$ cat src/rtl/tx_pause_sched_if.sv
// rtl/tx_pause_sched_if.sv - pause-frame request handshake between tx_pause_sched and tx_encap
//
// Signals:
//   xreq  - pause-frame request (scheduler -> tx_encap)
//   xon   - 1 = XOFF frame with register pause value, 0 = zero-value XON frame
//   xdone - one-cycle pulse from tx_encap when the frame has been sent
// Modports: master = scheduler side, slave = tx_encap side.

interface tx_pause_sched_if;
    logic xreq;
    logic xon;
    logic xdone;

    modport master (
        output xreq,
        output xon,
        input  xdone
    );

    modport slave (
        input  xreq,
        input  xon,
        output xdone
    );
endinterface

$ cat src/rtl/tx_pause_sched.sv
// rtl/tx_pause_sched.sv - RX-FIFO driven XOFF/XON pause-frame scheduler
//
// Ports:
//   clk, rst          - clock, synchronous active-high reset
//   pause_en          - enables automatic flow control
//   rxfifo_level      - current RX FIFO occupancy in words
//   xoff_thresh       - level at/above which XOFF is requested
//   xon_thresh        - level at/below which XON is requested
//   refresh_quanta    - quanta between XOFF refreshes, 0 = no refresh
//   clr_stat          - clears frame counters and req_timeout
//   encap             - xreq/xon/xdone handshake to tx_encap (master side)
//   paused            - link partner currently told to pause
//   cfg_err           - xon_thresh >= xoff_thresh (registered)
//   req_timeout       - sticky, xdone not received in time
//   xoff_cnt, xon_cnt - saturating counts of frames sent

module tx_pause_sched #(
    parameter int LVL_W         = 12,
    parameter int QUANTA_CYCLES = 8,
    parameter int XDONE_TO      = 1023
) (
    input  logic                clk,
    input  logic                rst,
    input  logic                pause_en,
    input  logic [LVL_W-1:0]    rxfifo_level,
    input  logic [LVL_W-1:0]    xoff_thresh,
    input  logic [LVL_W-1:0]    xon_thresh,
    input  logic [15:0]         refresh_quanta,
    input  logic                clr_stat,
    tx_pause_sched_if.master    encap,
    output logic                paused,
    output logic                cfg_err,
    output logic                req_timeout,
    output logic [15:0]         xoff_cnt,
    output logic [15:0]         xon_cnt
);

    localparam logic [1:0] S_IDLE     = 2'd0;
    localparam logic [1:0] S_XOFF_REQ = 2'd1;
    localparam logic [1:0] S_PAUSED   = 2'd2;
    localparam logic [1:0] S_XON_REQ  = 2'd3;

    localparam int          PS_W      = (QUANTA_CYCLES > 1) ? $clog2(QUANTA_CYCLES) : 1;
    localparam logic [PS_W-1:0] PS_RELOAD = PS_W'(QUANTA_CYCLES - 1);
    localparam logic [9:0]  WD_MAX    = 10'(XDONE_TO);

    logic [1:0]      state_q,     state_d;
    logic            xreq_q,      xreq_d;
    logic            xon_q,       xon_d;
    logic            paused_q,    paused_d;
    logic            timeout_q,   timeout_d;
    logic            cfg_err_q;
    logic [9:0]      wdog_q,      wdog_d;
    logic [15:0]     refresh_q,   refresh_d;
    logic [PS_W-1:0] presc_q,     presc_d;
    logic [15:0]     xoff_cnt_q,  xoff_cnt_d;
    logic [15:0]     xon_cnt_q,   xon_cnt_d;

    logic            wd_expired;
    logic            presc_tick;
    logic [15:0]     refresh_nxt;

    function automatic logic [15:0] sat_inc(input logic [15:0] v);
        return (v == 16'hFFFF) ? v : v + 16'd1;
    endfunction

    assign wd_expired = (wdog_q == WD_MAX);
    assign presc_tick = (presc_q == '0);
    // The refresh decision looks at the post-decrement count so the gap between
    // the end of one XOFF frame and the next request is exactly
    // refresh_quanta * QUANTA_CYCLES cycles.
    assign refresh_nxt = (presc_tick && refresh_q != 16'd0) ? refresh_q - 16'd1 : refresh_q;

    always_comb begin
        state_d    = state_q;
        xreq_d     = xreq_q;
        xon_d      = xon_q;
        paused_d   = paused_q;
        wdog_d     = wdog_q;
        refresh_d  = refresh_q;
        presc_d    = presc_q;
        // Clear first so a same-cycle increment lands on the cleared value.
        timeout_d  = timeout_q & ~clr_stat;
        xoff_cnt_d = clr_stat ? 16'd0 : xoff_cnt_q;
        xon_cnt_d  = clr_stat ? 16'd0 : xon_cnt_q;

        case (state_q)
            S_IDLE: begin
                xreq_d   = 1'b0;
                paused_d = 1'b0;
                if (pause_en && !cfg_err_q && rxfifo_level >= xoff_thresh) begin
                    state_d = S_XOFF_REQ;
                    xreq_d  = 1'b1;
                    xon_d   = 1'b1;
                    wdog_d  = 10'd0;
                end
            end
            S_XOFF_REQ: begin
                // A request in flight always completes; pause_en is only
                // re-examined once PAUSED is reached.
                if (encap.xdone) begin
                    state_d    = S_PAUSED;
                    xreq_d     = 1'b0;
                    paused_d   = 1'b1;
                    refresh_d  = refresh_quanta;
                    presc_d    = PS_RELOAD;
                    xoff_cnt_d = sat_inc(xoff_cnt_d);
                end else if (wd_expired) begin
                    state_d   = S_IDLE;
                    xreq_d    = 1'b0;
                    paused_d  = 1'b0;
                    timeout_d = 1'b1;
                end else begin
                    wdog_d = wdog_q + 10'd1;
                end
            end
            S_PAUSED: begin
                presc_d   = presc_tick ? PS_RELOAD : presc_q - 1'b1;
                refresh_d = refresh_nxt;
                if (!pause_en || rxfifo_level <= xon_thresh) begin
                    state_d = S_XON_REQ;
                    xreq_d  = 1'b1;
                    xon_d   = 1'b0;
                    wdog_d  = 10'd0;
                end else if (refresh_quanta != 16'd0 && refresh_nxt == 16'd0 && !cfg_err_q) begin
                    state_d = S_XOFF_REQ;
                    xreq_d  = 1'b1;
                    xon_d   = 1'b1;
                    wdog_d  = 10'd0;
                end
            end
            S_XON_REQ: begin
                if (encap.xdone) begin
                    state_d   = S_IDLE;
                    xreq_d    = 1'b0;
                    paused_d  = 1'b0;
                    xon_cnt_d = sat_inc(xon_cnt_d);
                end else if (wd_expired) begin
                    state_d   = S_IDLE;
                    xreq_d    = 1'b0;
                    paused_d  = 1'b0;
                    timeout_d = 1'b1;
                end else begin
                    wdog_d = wdog_q + 10'd1;
                end
            end
            default: begin
                state_d = S_IDLE;
                xreq_d  = 1'b0;
            end
        endcase
    end

    always_ff @(posedge clk) begin
        // Threshold sanity is a free-running compare, independent of reset.
        cfg_err_q <= (xon_thresh >= xoff_thresh);
        if (rst) begin
            state_q    <= S_IDLE;
            xreq_q     <= 1'b0;
            xon_q      <= 1'b0;
            paused_q   <= 1'b0;
            timeout_q  <= 1'b0;
            wdog_q     <= 10'd0;
            refresh_q  <= 16'd0;
            presc_q    <= '0;
            xoff_cnt_q <= 16'd0;
            xon_cnt_q  <= 16'd0;
        end else begin
            state_q    <= state_d;
            xreq_q     <= xreq_d;
            xon_q      <= xon_d;
            paused_q   <= paused_d;
            timeout_q  <= timeout_d;
            wdog_q     <= wdog_d;
            refresh_q  <= refresh_d;
            presc_q    <= presc_d;
            xoff_cnt_q <= xoff_cnt_d;
            xon_cnt_q  <= xon_cnt_d;
        end
    end

    assign encap.xreq  = xreq_q;
    assign encap.xon   = xon_q;
    assign paused      = paused_q;
    assign cfg_err     = cfg_err_q;
    assign req_timeout = timeout_q;
    assign xoff_cnt    = xoff_cnt_q;
    assign xon_cnt     = xon_cnt_q;

endmodule

$ cat src/flat_wrapper.sv
// flat-port wrapper written by rule: the top's interface ports become plain ports
module tx_pause_sched_flat 
#(
    parameter int LVL_W         = 12,
    parameter int QUANTA_CYCLES = 8,
    parameter int XDONE_TO      = 1023
)
  (clk, rst, pause_en, rxfifo_level, xoff_thresh, xon_thresh, refresh_quanta, clr_stat, paused, cfg_err, req_timeout, xoff_cnt, xon_cnt, encap_xreq, encap_xon, encap_xdone);
  tx_pause_sched_if encap_i ();
  input  logic clk;
  input  logic rst;
  input  logic pause_en;
  input  logic [LVL_W-1:0] rxfifo_level;
  input  logic [LVL_W-1:0] xoff_thresh;
  input  logic [LVL_W-1:0] xon_thresh;
  input  logic [15:0] refresh_quanta;
  input  logic clr_stat;
  output logic paused;
  output logic cfg_err;
  output logic req_timeout;
  output logic [15:0] xoff_cnt;
  output logic [15:0] xon_cnt;
  output wire logic [$bits(encap_i.xreq)-1:0] encap_xreq;
  output wire logic [$bits(encap_i.xon)-1:0] encap_xon;
  input wire logic [$bits(encap_i.xdone)-1:0] encap_xdone;
  assign encap_xreq = encap_i.xreq;
  assign encap_xon = encap_i.xon;
  assign encap_i.xdone = encap_xdone;
  tx_pause_sched #(.LVL_W(LVL_W), .QUANTA_CYCLES(QUANTA_CYCLES), .XDONE_TO(XDONE_TO)) u_core (.clk(clk), .rst(rst), .pause_en(pause_en), .rxfifo_level(rxfifo_level), .xoff_thresh(xoff_thresh), .xon_thresh(xon_thresh), .refresh_quanta(refresh_quanta), .clr_stat(clr_stat), .encap(encap_i), .paused(paused), .cfg_err(cfg_err), .req_timeout(req_timeout), .xoff_cnt(xoff_cnt), .xon_cnt(xon_cnt));
endmodule
$ cat config.mk
export PLATFORM = sky130hd
export DESIGN_NAME = tx_pause_sched_flat
export DESIGN_NICKNAME = d
export VERILOG_FILES = /design/src/rtl/tx_pause_sched_if.sv /design/src/rtl/tx_pause_sched.sv /design/src/flat_wrapper.sv
export SDC_FILE = /design/constraint.sdc
export NUM_CORES = 1
export LEC_CHECK = 0
export CAP_MARGIN = 20
export CORE_MARGIN = 3
export CORE_UTILIZATION = 45
export DETAILED_ROUTE_END_ITERATION = 10
export PLACE_DENSITY = 0.71
export SLEW_MARGIN = 20
export SYNTH_ARGS = -nofsm -noshare
export SYNTH_HDL_FRONTEND = slang
export SYNTH_SLANG_ARGS = --single-unit
$ cat constraint.sdc
create_clock -name clk -period 4.29 [get_ports clk]
set_clock_uncertainty 0.2 [all_clocks]
set_input_delay 0.429 -clock clk [delete_from_list [all_inputs] [get_ports clk]]
set_output_delay 0.429 -clock clk [all_outputs]
set_load 0.05 [all_outputs]
==> results.py, run 1 <==
metrics = {
    "status": {
        "status": "finished clean",
    },
    "worst_setup_path": {
        "critPathKind": "register to register",
        "cp.arrival_ps": 3790,
        "reg2reg_from": "u_core.refresh_q[0]",
        "cp_max_fo": 6,
        "regToRegSetupSlack_ps": 570,
        "r2r_end": "u_core.wdog_q[9]",
        "endpoint_kind": "register",
        "reg2reg_depth": 9,
        "crit_required_ps": 4360,
        "cp-start-kind": "register",
        "crit_start": "u_core.refresh_q[0]",
    },
    "synth": {
        "yosys.area.top_type": "dfxtp_1",
        "yosys.area.top_type_share_pct": 29.65,
        "ys_top_cells_by_area": "dfxtp_1 (30%), ha_1 (12%), nor2_1 (5.4%)",
        "synthesis.area_sq_um": 4591,
        "ys.flop_type": "dfxtp_1",
        "syn_avg_cell_area_sq_um": 7.807,
        "synthDistinctLibCells": 58,
        "async_flop_share_pct": 0,
        "syn_inst": 588,
        "yosys_warnings": 0,
        "synth_nets": 688,
        "synth_edf_count": 0,
        "yosysSeqAreaShare_pct": 29.65,
        "ys_ff_latch": 68,
    },
    "final_layout": {
        "area_growth_pct": 27.58,
        "drive_gt1_share_pct": 4.867,
        "n_antenna_cell": 0,
        "layout.nets": 773,
        "layout.cells.non_filler": 811,
        "utilization_pct": 59.37,
        "final_cell_area_sq_um": 5857,
        "nFillCells": 920,
    },
    "hold_path": {
        "hold_depth": 2,
        "min-delay-path-class": "register to register",
        "min_to": "u_core.paused",
        "hp-start": "u_core.paused",
    },
    "power": {
        "power_mw": 1.778,
        "leakagePower_nw": 2.189,
        "p_per_area_nw_per_um2": 303.7,
        "ir_worst_vdd_mv": 0.2058,
    },
    "die": {
        "die_y_microns": 107,
        "rows": 36,
        "io_pins": 94,
        "initial_core_util_pct": 46.54,
        "die_w_microns": 107,
        "core_area_sq_um": 9864,
        "die-area_sq_um": 11450,
    },
    "global_routing": {
        "grt_pass1_vias": 4312,
        "gr-usage-all-layers_pct": 21.46,
        "grt_pass1_wl_mm": 20.16,
        "grt-ovfl-total": 0,
        "grt_start_max_net_pins": 54,
        "antenna_found_initial": 0,
    },
    "sta": {
        "hold_viol_final": 0,
        "fmax_ghz": 0.2690,
        "rsz0062_at_grt": "no",
        "tightest_slew_ps": 974.2,
        "slew_violations": 0,
        "relSlewSlack_pct": 35.05,
        "min_period_over_period_pct": 86.65,
        "setup_violations": 0,
        "setup-tns-final_ps": 0,
        "final.min_clock_period_ps": 3717,
    },
    "cts": {
        "clock-root-buffer": "clkbuf_8",
        "cts_tree": "done",
        "numCtsBuffers": 9,
        "clk_latency_ps": 340,
        "cts.path.max_buffers": 2,
        "cts_sinks": 68,
        "path_clk_slew_ps": 80,
        "h-tree-depth": 3,
        "cts_resized": 0,
        "postCtsHoldBufs": 0,
        "postCtsSetupBuffers": 0,
    },
    "placement": {
        "dp_hpwl_mm": 9.306,
        "io_buffers": 93,
        "dp_cells": 795,
        "placed_cell_area_sq_um": 5618,
        "place_congestion": 0.9240,
    },
    "route": {
        "drc_errors": 0,
        "via_count": 4500,
        "routedWlPerCell_microns": 14.88,
        "first_pass_iters": 4,
        "avgViaCountPerCell": 5.549,
        "drt_iter0_drc": 145,
        "wl_mm": 12.07,
        "ant_nets": 0,
    },
    "flow_run": {
        "max-cap-violations": 0,
    },
}
## how the worst max path moves through the flow
stage / slack, ps / to / cells after the start
2_1_floorplan: 950 / u_core.wdog_q[9] / 10
3_3_place_gp: 760 / u_core.wdog_q[9] / 9
3_5_place_dp: 640 / u_core.wdog_q[9] / 9
4_1_cts: 580 / u_core.wdog_q[9] / 9
5_1_grt: 370 / u_core.wdog_q[5] / 9
6_report: 570 / u_core.wdog_q[9] / 9
## worst max-delay path: stages, from the launching register on
cell and delay [ps]:
dfxtp_1 350, inv_1 110, ha_1 170, or4b_1 560, o41ai_2 540, o21ai_0 170
or4_4 600, o21a_1 260, or4_1 540, a21oi_1 150
## flip-flops by register name, summed over array words and instances, names as in the netlist
name,flops
u_core.refresh_q,16
u_core.xoff_cnt,16
u_core.xon_cnt,16
u_core.wdog_q,10
u_core.presc_q,3
u_core.state_q,2
u_core.cfg_err,1
u_core.encap.xon,1
u_core.encap.xreq,1
u_core.paused,1
u_core.req_timeout,1
## cell type report
cell class	count	area (sq um)	share of cell area [%]
Timing Repair Buffer	98	963.4	16.45
Inverter	37	138.9	2.371
Tap cell	133	166.4	2.841
Multi-Input combinational cell	459	2988	51.01
Sequential cell	68	1361	23.24
Clock inverter	6	111.4	1.901
Clock buffer	10	127.6	2.179
## routing by layer
| layer | vias to the layer above | global-route usage [%] | wire [microns] |
|---|---|---|---|
| li1 | 2301 | - | - |
| met1 | 2083 | 26.97 | 5431 |
| met2 | 104 | 37.37 | 5897 |
| met3 | 12 | 4.034 | 567 |
| met4 | 0 | 6.119 | 172 |
| met5 | - | 0 | 0 |
## power breakdown
part	total, mW	internal (mW)	switching [mW]
Sequential	0.668	0.646	0.0214
Clock	0.649	0.388	0.261
Combinational	0.462	0.206	0.256
## cells by family (layout without fill, tap and decap cells)
kind of cell    count (synthesis)  after routing  synth area share, %
simple gates                  253            253                28.54
compound gates                132            132                18.70
flops                          68             68                29.65
buf+inv                        61            151                5.315
fa+ha+maj                      43             43                11.72
xor+xnor                       25             25                4.770
mux                             6              6                1.308
## cell usage after synthesis, types with 8 or more instances
| master | number |
|---|---|
| nand2b_1 | 15 |
| a31oi_1 | 8 |
| nand2_1 | 48 |
| clkbuf_1 | 22 |
| nor2_1 | 66 |
| o21ai_0 | 34 |
| nor3_1 | 18 |
| xnor2_1 | 19 |
| nor2b_1 | 18 |
| nand4_1 | 14 |
| inv_1 | 37 |
| a21oi_1 | 40 |
| nand3_1 | 23 |
| ha_1 | 43 |
| dfxtp_1 | 68 |
## through the flow
stage	worst slack, ps	hold WS, ps
global placement	764.1	263.0
global route	366.9	326.2
finish	572.7	285.6
floorplan	952.5	252.1
CTS	576.9	292.4
detailed placement	635.3	282.7
## cell usage in the layout, fill, tap and decap left out, types with 4 or more instances in the layout
master / synthesis / layout
dfxtp_1: 68 / 68
nand3_1: 23 / 23
nand4_1: 14 / 14
inv_1: 37 / 37
nor2b_1: 18 / 18
mux2i_1: 6 / 6
or3_1: 7 / 7
o211ai_1: 4 / 4
buf_4: 0 / 5
xor2_1: 6 / 6
a31oi_1: 8 / 8
and3_1: 7 / 7
nor4_1: 7 / 7
nor4b_1: 4 / 4
a21o_1: 4 / 4
or4_1: 4 / 4
clkdlybuf4s50_1: 0 / 92
o21ai_0: 34 / 34
a21oi_1: 40 / 40
nor3_1: 18 / 18
nand2b_1: 15 / 15
and2_1: 4 / 4
nand2_1: 48 / 48
nor2_1: 66 / 65
xnor2_1: 19 / 19
ha_1: 43 / 43
clkbuf_8: 0 / 9
Note: power is estimated with default switching activity, not from simulation.
==> run 2: changes to the inputs <==
- GPL_TIMING_DRIVEN: unset -> 0
- HOLD_SLACK_MARGIN: unset -> 0.06
==> run 2 against run 1 <==
  * Cell area is 0.34% higher
  * Worst setup slack got worse by 100 ps
  * Global-route usage rose by 0.94 points
  * Critical path type unchanged
  * Core utilization is 0.20 points higher
  * Largest cell class unchanged
  * First-iteration DRC count is 60% higher
==> results.py, run 2 (synthesis results as in run 1) <==
metrics = {
    "cts": {
        "cts_sinks": 68,
        "postCtsHoldBufs": 0,
        "path_clk_slew_ps": 80,
        "numCtsBuffers": 9,
        "clk_latency_ps": 350,
        "cts.path.max_buffers": 2,
        "h-tree-depth": 3,
        "cts_tree": "done",
        "clock-root-buffer": "clkbuf_8",
    },
    "sta": {
        "slew_violations": 0,
        "whs_ps": 300.5,
        "setup_slack_ps": 468.6,
        "fmax_ghz": 0.2617,
        "tightest_slew_ps": 994.3,
        "setup-tns-final_ps": 0,
        "min_period_over_period_pct": 89.08,
        "rsz0062_at_grt": "no",
        "hold_viol_final": 0,
        "relSlewSlack_pct": 33.26,
        "setup_violations": 0,
        "final.min_clock_period_ps": 3821,
    },
    "global_routing": {
        "antenna_found_initial": 0,
        "grt-ovfl-total": 0,
        "gr-usage-all-layers_pct": 22.39,
        "grt_pass1_wl_mm": 21.27,
        "grt_pass1_vias": 4635,
        "grt_start_max_net_pins": 13,
    },
    "power": {
        "pwr-share-seq_pct": 39.6,
        "power_switching_uw": 546.8,
        "p_clk_share_pct": 31.9,
        "swShare_pct": 32.72,
        "pwr-share-comb_pct": 28.5,
        "p_per_area_nw_per_um2": 284.3,
        "leakagePower_nw": 2.180,
        "ir_worst_vdd_mv": 0.2213,
        "power_mw": 1.671,
        "internal_power_mw": 1.124,
    },
    "route": {
        "ant_nets": 0,
        "drc_errors": 0,
        "via_count": 4669,
        "wl_mm": 12.77,
        "drt_iter0_drc": 232,
        "routedWlPerCell_microns": 15.41,
        "first_pass_iters": 5,
        "avgViaCountPerCell": 5.632,
    },
    "worst_setup_path": {
        "critical_path.max_stage_delay_ps": 580,
        "cp_cell_sequence": "inv_1 -> ha_1 -> or4b_1 -> o41ai_2 -> o21ai_0 -> a311oi_1 -> o2111ai_1 -> o22ai_1 -> mux2i_1 -> nor4b_1",
        "crit_family": "compound AO/OA/AOI/OAI gates",
        "endpoint_kind": "register",
        "cp-start-kind": "register",
        "cp.arrival_ps": 3870,
        "cp_max_fo": 5,
        "crit_buf_inv": 1,
        "crit_required_ps": 4340,
        "slowest_stage": "o41ai_2",
        "critPathKind": "register to register",
    },
    "final_layout": {
        "utilization_pct": 59.58,
        "area_growth_pct": 28.02,
        "layout.cells.non_filler": 829,
        "nFillCells": 923,
        "most-common-layout-cells": "clkdlybuf4s50_1 (92), dfxtp_1 (68), nor2_1 (66)",
        "drive_gt1_share_pct": 4.167,
        "final_common_cell": "clkdlybuf4s50_1",
        "final_cell_area_sq_um": 5877,
        "multi_input_area_sq_um": 2992,
        "n_antenna_cell": 0,
        "seqCellArea_sq_um": 1361,
        "layout.nets": 791,
    },
    "die": {
        "initial_core_util_pct": 46.54,
        "core_area_sq_um": 9864,
        "die_w_microns": 107,
        "die_y_microns": 107,
        "io_pins": 94,
        "rows": 36,
        "die-area_sq_um": 11450,
    },
    "placement": {
        "io_buffers": 92,
        "place_congestion": 0.8880,
        "placed_cell_area_sq_um": 5678,
        "preCtsSetupSlack_ps": -87.12,
        "dp_hpwl_mm": 10.03,
        "dp_cells": 813,
    },
    "hold_path": {
        "min-delay-path-class": "register to register",
    },
    "flow_run": {
        "max-cap-violations": 0,
    },
    "status": {
        "status": "finished clean",
    },
}
## run 2: final timing paths
path                        from               end  slack, ps  cells after the start
max reg2reg  u_core.refresh_q[0]  u_core.wdog_q[5]        470                     10
max          u_core.refresh_q[0]  u_core.wdog_q[5]        470                     10
min                u_core.paused     u_core.paused        300                      2
min reg2reg        u_core.paused     u_core.paused        300                      2
## run 2: cell type report
type	instances	area share, %
multi-input cells	459	50.90
repair buffers	92	15.67
plain buffers	24	1.788
inverters	37	2.363
well taps	133	2.832
clock buffers	10	2.172
clock inverters	6	1.107
flip-flops and latches	68	23.16
## run 2: tightest hold or removal path: cells and delay by family (launching register included)
family / cells / cell delay [ps]
DFF: 1 / 310
AOI/OAI and AO/OA: 2 / 140
## run 2: timing repair
| item | CTS | global route |
|---|---|---|
| setup buffers | 0 | 0 |
| setup endpoints to repair | 0 | 3 |
| resized for setup | 0 | 1 |
## run 2: power groups by stage
stage	clock network, mW	registers [mW]	logic (mW)
after floorplan	0	0.683	0.306
after global placement	0	0.675	0.460
final	0.534	0.662	0.475
after global routing	0.560	0.663	0.533
after CTS	0.536	0.661	0.471
after detailed placement	0	0.676	0.469
## run 2: layer usage
metal  track usage, %  share of wire, %
met5                0                 0
met4            6.667               1.6
met3            2.950               5.4
met2            39.12                49
met1            28.71                44
==> run 3: changes to the inputs <==
--- a/config.mk
+++ b/config.mk
@@ -12,4 +12,5 @@
 export GPL_TIMING_DRIVEN = 0
 export HOLD_SLACK_MARGIN = 0.06
+export MAX_ROUTING_LAYER = met4
 export PLACE_DENSITY = 0.71
 export SLEW_MARGIN = 20
==> constraint.sdc (replaced) <==
create_clock -name clk -period 4.29 [get_ports clk]
set_clock_uncertainty 0.2 [all_clocks]
set_input_delay 0.6435 -clock clk [delete_from_list [all_inputs] [get_ports clk]]
set_output_delay 0.6435 -clock clk [all_outputs]
set_load 0.05 [all_outputs]
==> run 3 against run 2 <==
  * First-iteration DRC count shrank 9.5%
  * Combinational power about the same
  * Global-route usage decreased by 0.14 points
  * Critical endpoint unchanged
  * Die area unchanged
  * Sequential power barely moved
  * Flip-flop and latch count stayed put
  * Worst setup slack got worse by 80 ps
  * Cell area increased by 0.13%
  * Highest routed layer unchanged
  * Sequential share of layout area hardly changed
  * Register-to-register slack got worse by 80 ps
==> results.py, run 3 (synthesis results as in run 1) <==
metrics = {
    "final_layout": {
        "area_growth_pct": 28.18,
        "most-common-layout-cells": "clkdlybuf4s50_1 (92), dfxtp_1 (68), nor2_1 (66)",
        "layout.cells.non_filler": 828,
        "drive_gt1_share_pct": 4.029,
        "final_common_cell": "clkdlybuf4s50_1",
        "nFillCells": 899,
        "n_antenna_cell": 0,
        "final_cell_area_sq_um": 5884,
        "layout.nets": 791,
    },
    "flow_run": {
        "max-cap-violations": 0,
    },
    "sta": {
        "hold_viol_final": 0,
        "min_period_over_period_pct": 90.93,
        "rsz0062_at_grt": "no",
        "fmax_ghz": 0.2563,
        "setup_violations": 0,
        "whs_ps": 294.3,
        "final.min_clock_period_ps": 3901,
        "tightest_slew_ps": 932.6,
        "slew_violations": 0,
        "relSlewSlack_pct": 37.69,
    },
    "global_routing": {
        "grt_pass1_wl_mm": 20.42,
        "grt_start_max_net_pins": 12,
        "gr-usage-all-layers_pct": 22.25,
        "antenna_found_initial": 0,
        "grt-ovfl-total": 0,
        "grt_pass1_vias": 4503,
    },
    "cts": {
        "clock-root-buffer": "clkbuf_8",
        "postCtsSetupBuffers": 0,
        "clk_latency_ps": 340,
        "cts_sinks": 68,
        "cts_resized": 0,
        "path_clk_slew_ps": 80,
        "h-tree-depth": 3,
        "numCtsBuffers": 9,
        "cts_tree": "done",
        "cts.path.max_buffers": 2,
        "postCtsHoldBufs": 0,
    },
    "placement": {
        "dp_hpwl_mm": 9.816,
        "io_buffers": 92,
        "place_congestion": 0.8830,
        "dp_cells": 813,
        "placed_cell_area_sq_um": 5678,
    },
    "route": {
        "wl_mm": 12.54,
        "drc_errors": 0,
        "drt_iter0_drc": 210,
        "avgViaCountPerCell": 5.707,
        "first_pass_iters": 5,
        "via_count": 4725,
        "routedWlPerCell_microns": 15.14,
        "ant_nets": 0,
    },
    "die": {
        "io_pins": 94,
        "initial_core_util_pct": 46.54,
        "core_area_sq_um": 9864,
        "die-area_sq_um": 11450,
        "die_w_microns": 107,
        "rows": 36,
        "die_y_microns": 107,
    },
    "power": {
        "ir_worst_vdd_mv": 0.1619,
        "power_mw": 1.660,
        "leakagePower_nw": 2.175,
        "p_per_area_nw_per_um2": 282.1,
    },
    "worst_setup_path": {
        "cp-start-kind": "register",
        "cp_max_fo": 5,
        "cp.arrival_ps": 3920,
        "crit_required_ps": 4310,
        "endpoint_kind": "register",
        "critPathKind": "register to register",
    },
    "status": {
        "status": "finished clean",
    },
    "hold_path": {
        "min-delay-path-class": "register to register",
    },
}
## run 3: changes by cell type in the layout (fill, tap and decap cells not counted)
cell / previous run / this run
a31oi_2: 1 / 0
clkinv_2: 2 / 1
clkinvlp_4: 1 / 2
clkbuf_8: 9 / 10
clkinv_4: 2 / 0
a31oi_4: 0 / 1
## run 3: cell type report
type | count | area (sq um) | area share, %
Clock inverter | 4 | 50.05 | 0.8505
Multi-Input combinational cell | 459 | 3000 | 50.99
Inverter | 37 | 138.9 | 2.360
Timing Repair Buffer | 92 | 920.9 | 15.65
Clock buffer | 11 | 141.4 | 2.403
Sequential cell | 68 | 1361 | 23.13
Tap cell | 133 | 166.4 | 2.828
Buffer | 24 | 105.1 | 1.786
## run 3: metrics by stage
stage	util [%]	worst slack, ps	TNS, ps
2_1_floorplan	-	952.5	0
3_3_place_gp	57.56	-224.8	-777.4
3_5_place_dp	57.56	-267.7	-998.1
4_1_cts	59.50	60.11	0
5_1_grt	59.65	163.7	0
6_report	59.65	389.1	0
## run 3: routing by layer
| metal | global-route usage, % | share of wire, % | up-vias |
|---|---|---|---|
| met5 | - | 0 | - |
| met3 | 3.191 | 5.1 | 20 |
| met4 | 6.849 | 1.7 | 0 |
| met2 | 37.86 | 49 | 139 |
| li1 | - | - | 2333 |
| met1 | 27.40 | 45 | 2233 |
## run 3: worst max-delay path, cell delays in order (launching register included)
cell and delay (ps):
dfxtp_1 350, inv_1 110, ha_1 190, or4b_1 550, o41ai_2 560, o21ai_0 210
a311oi_1 470, o2111ai_1 170, o22ai_1 460, mux2i_1 170, nor4b_1 330
## run 3: power breakdown
group          internal [mW]  total (mW)  switching (mW)
clock                  0.280       0.521           0.241
combinational          0.209       0.477           0.268
sequential             0.646       0.661          0.0149
total                   1.14        1.66           0.524
## run 3: path summary, 6_finish.rpt
kind / end / from / slack, ps / cells after the start
worst max-delay path: u_core.wdog_q[5] / u_core.refresh_q[0] / 390 / 10
worst min-delay path: u_core.wdog_q[9] / u_core.wdog_q[9] / 290 / 2
worst min register to register: u_core.wdog_q[9] / u_core.wdog_q[9] / 290 / 2
worst max register to register: u_core.wdog_q[5] / u_core.refresh_q[0] / 390 / 10
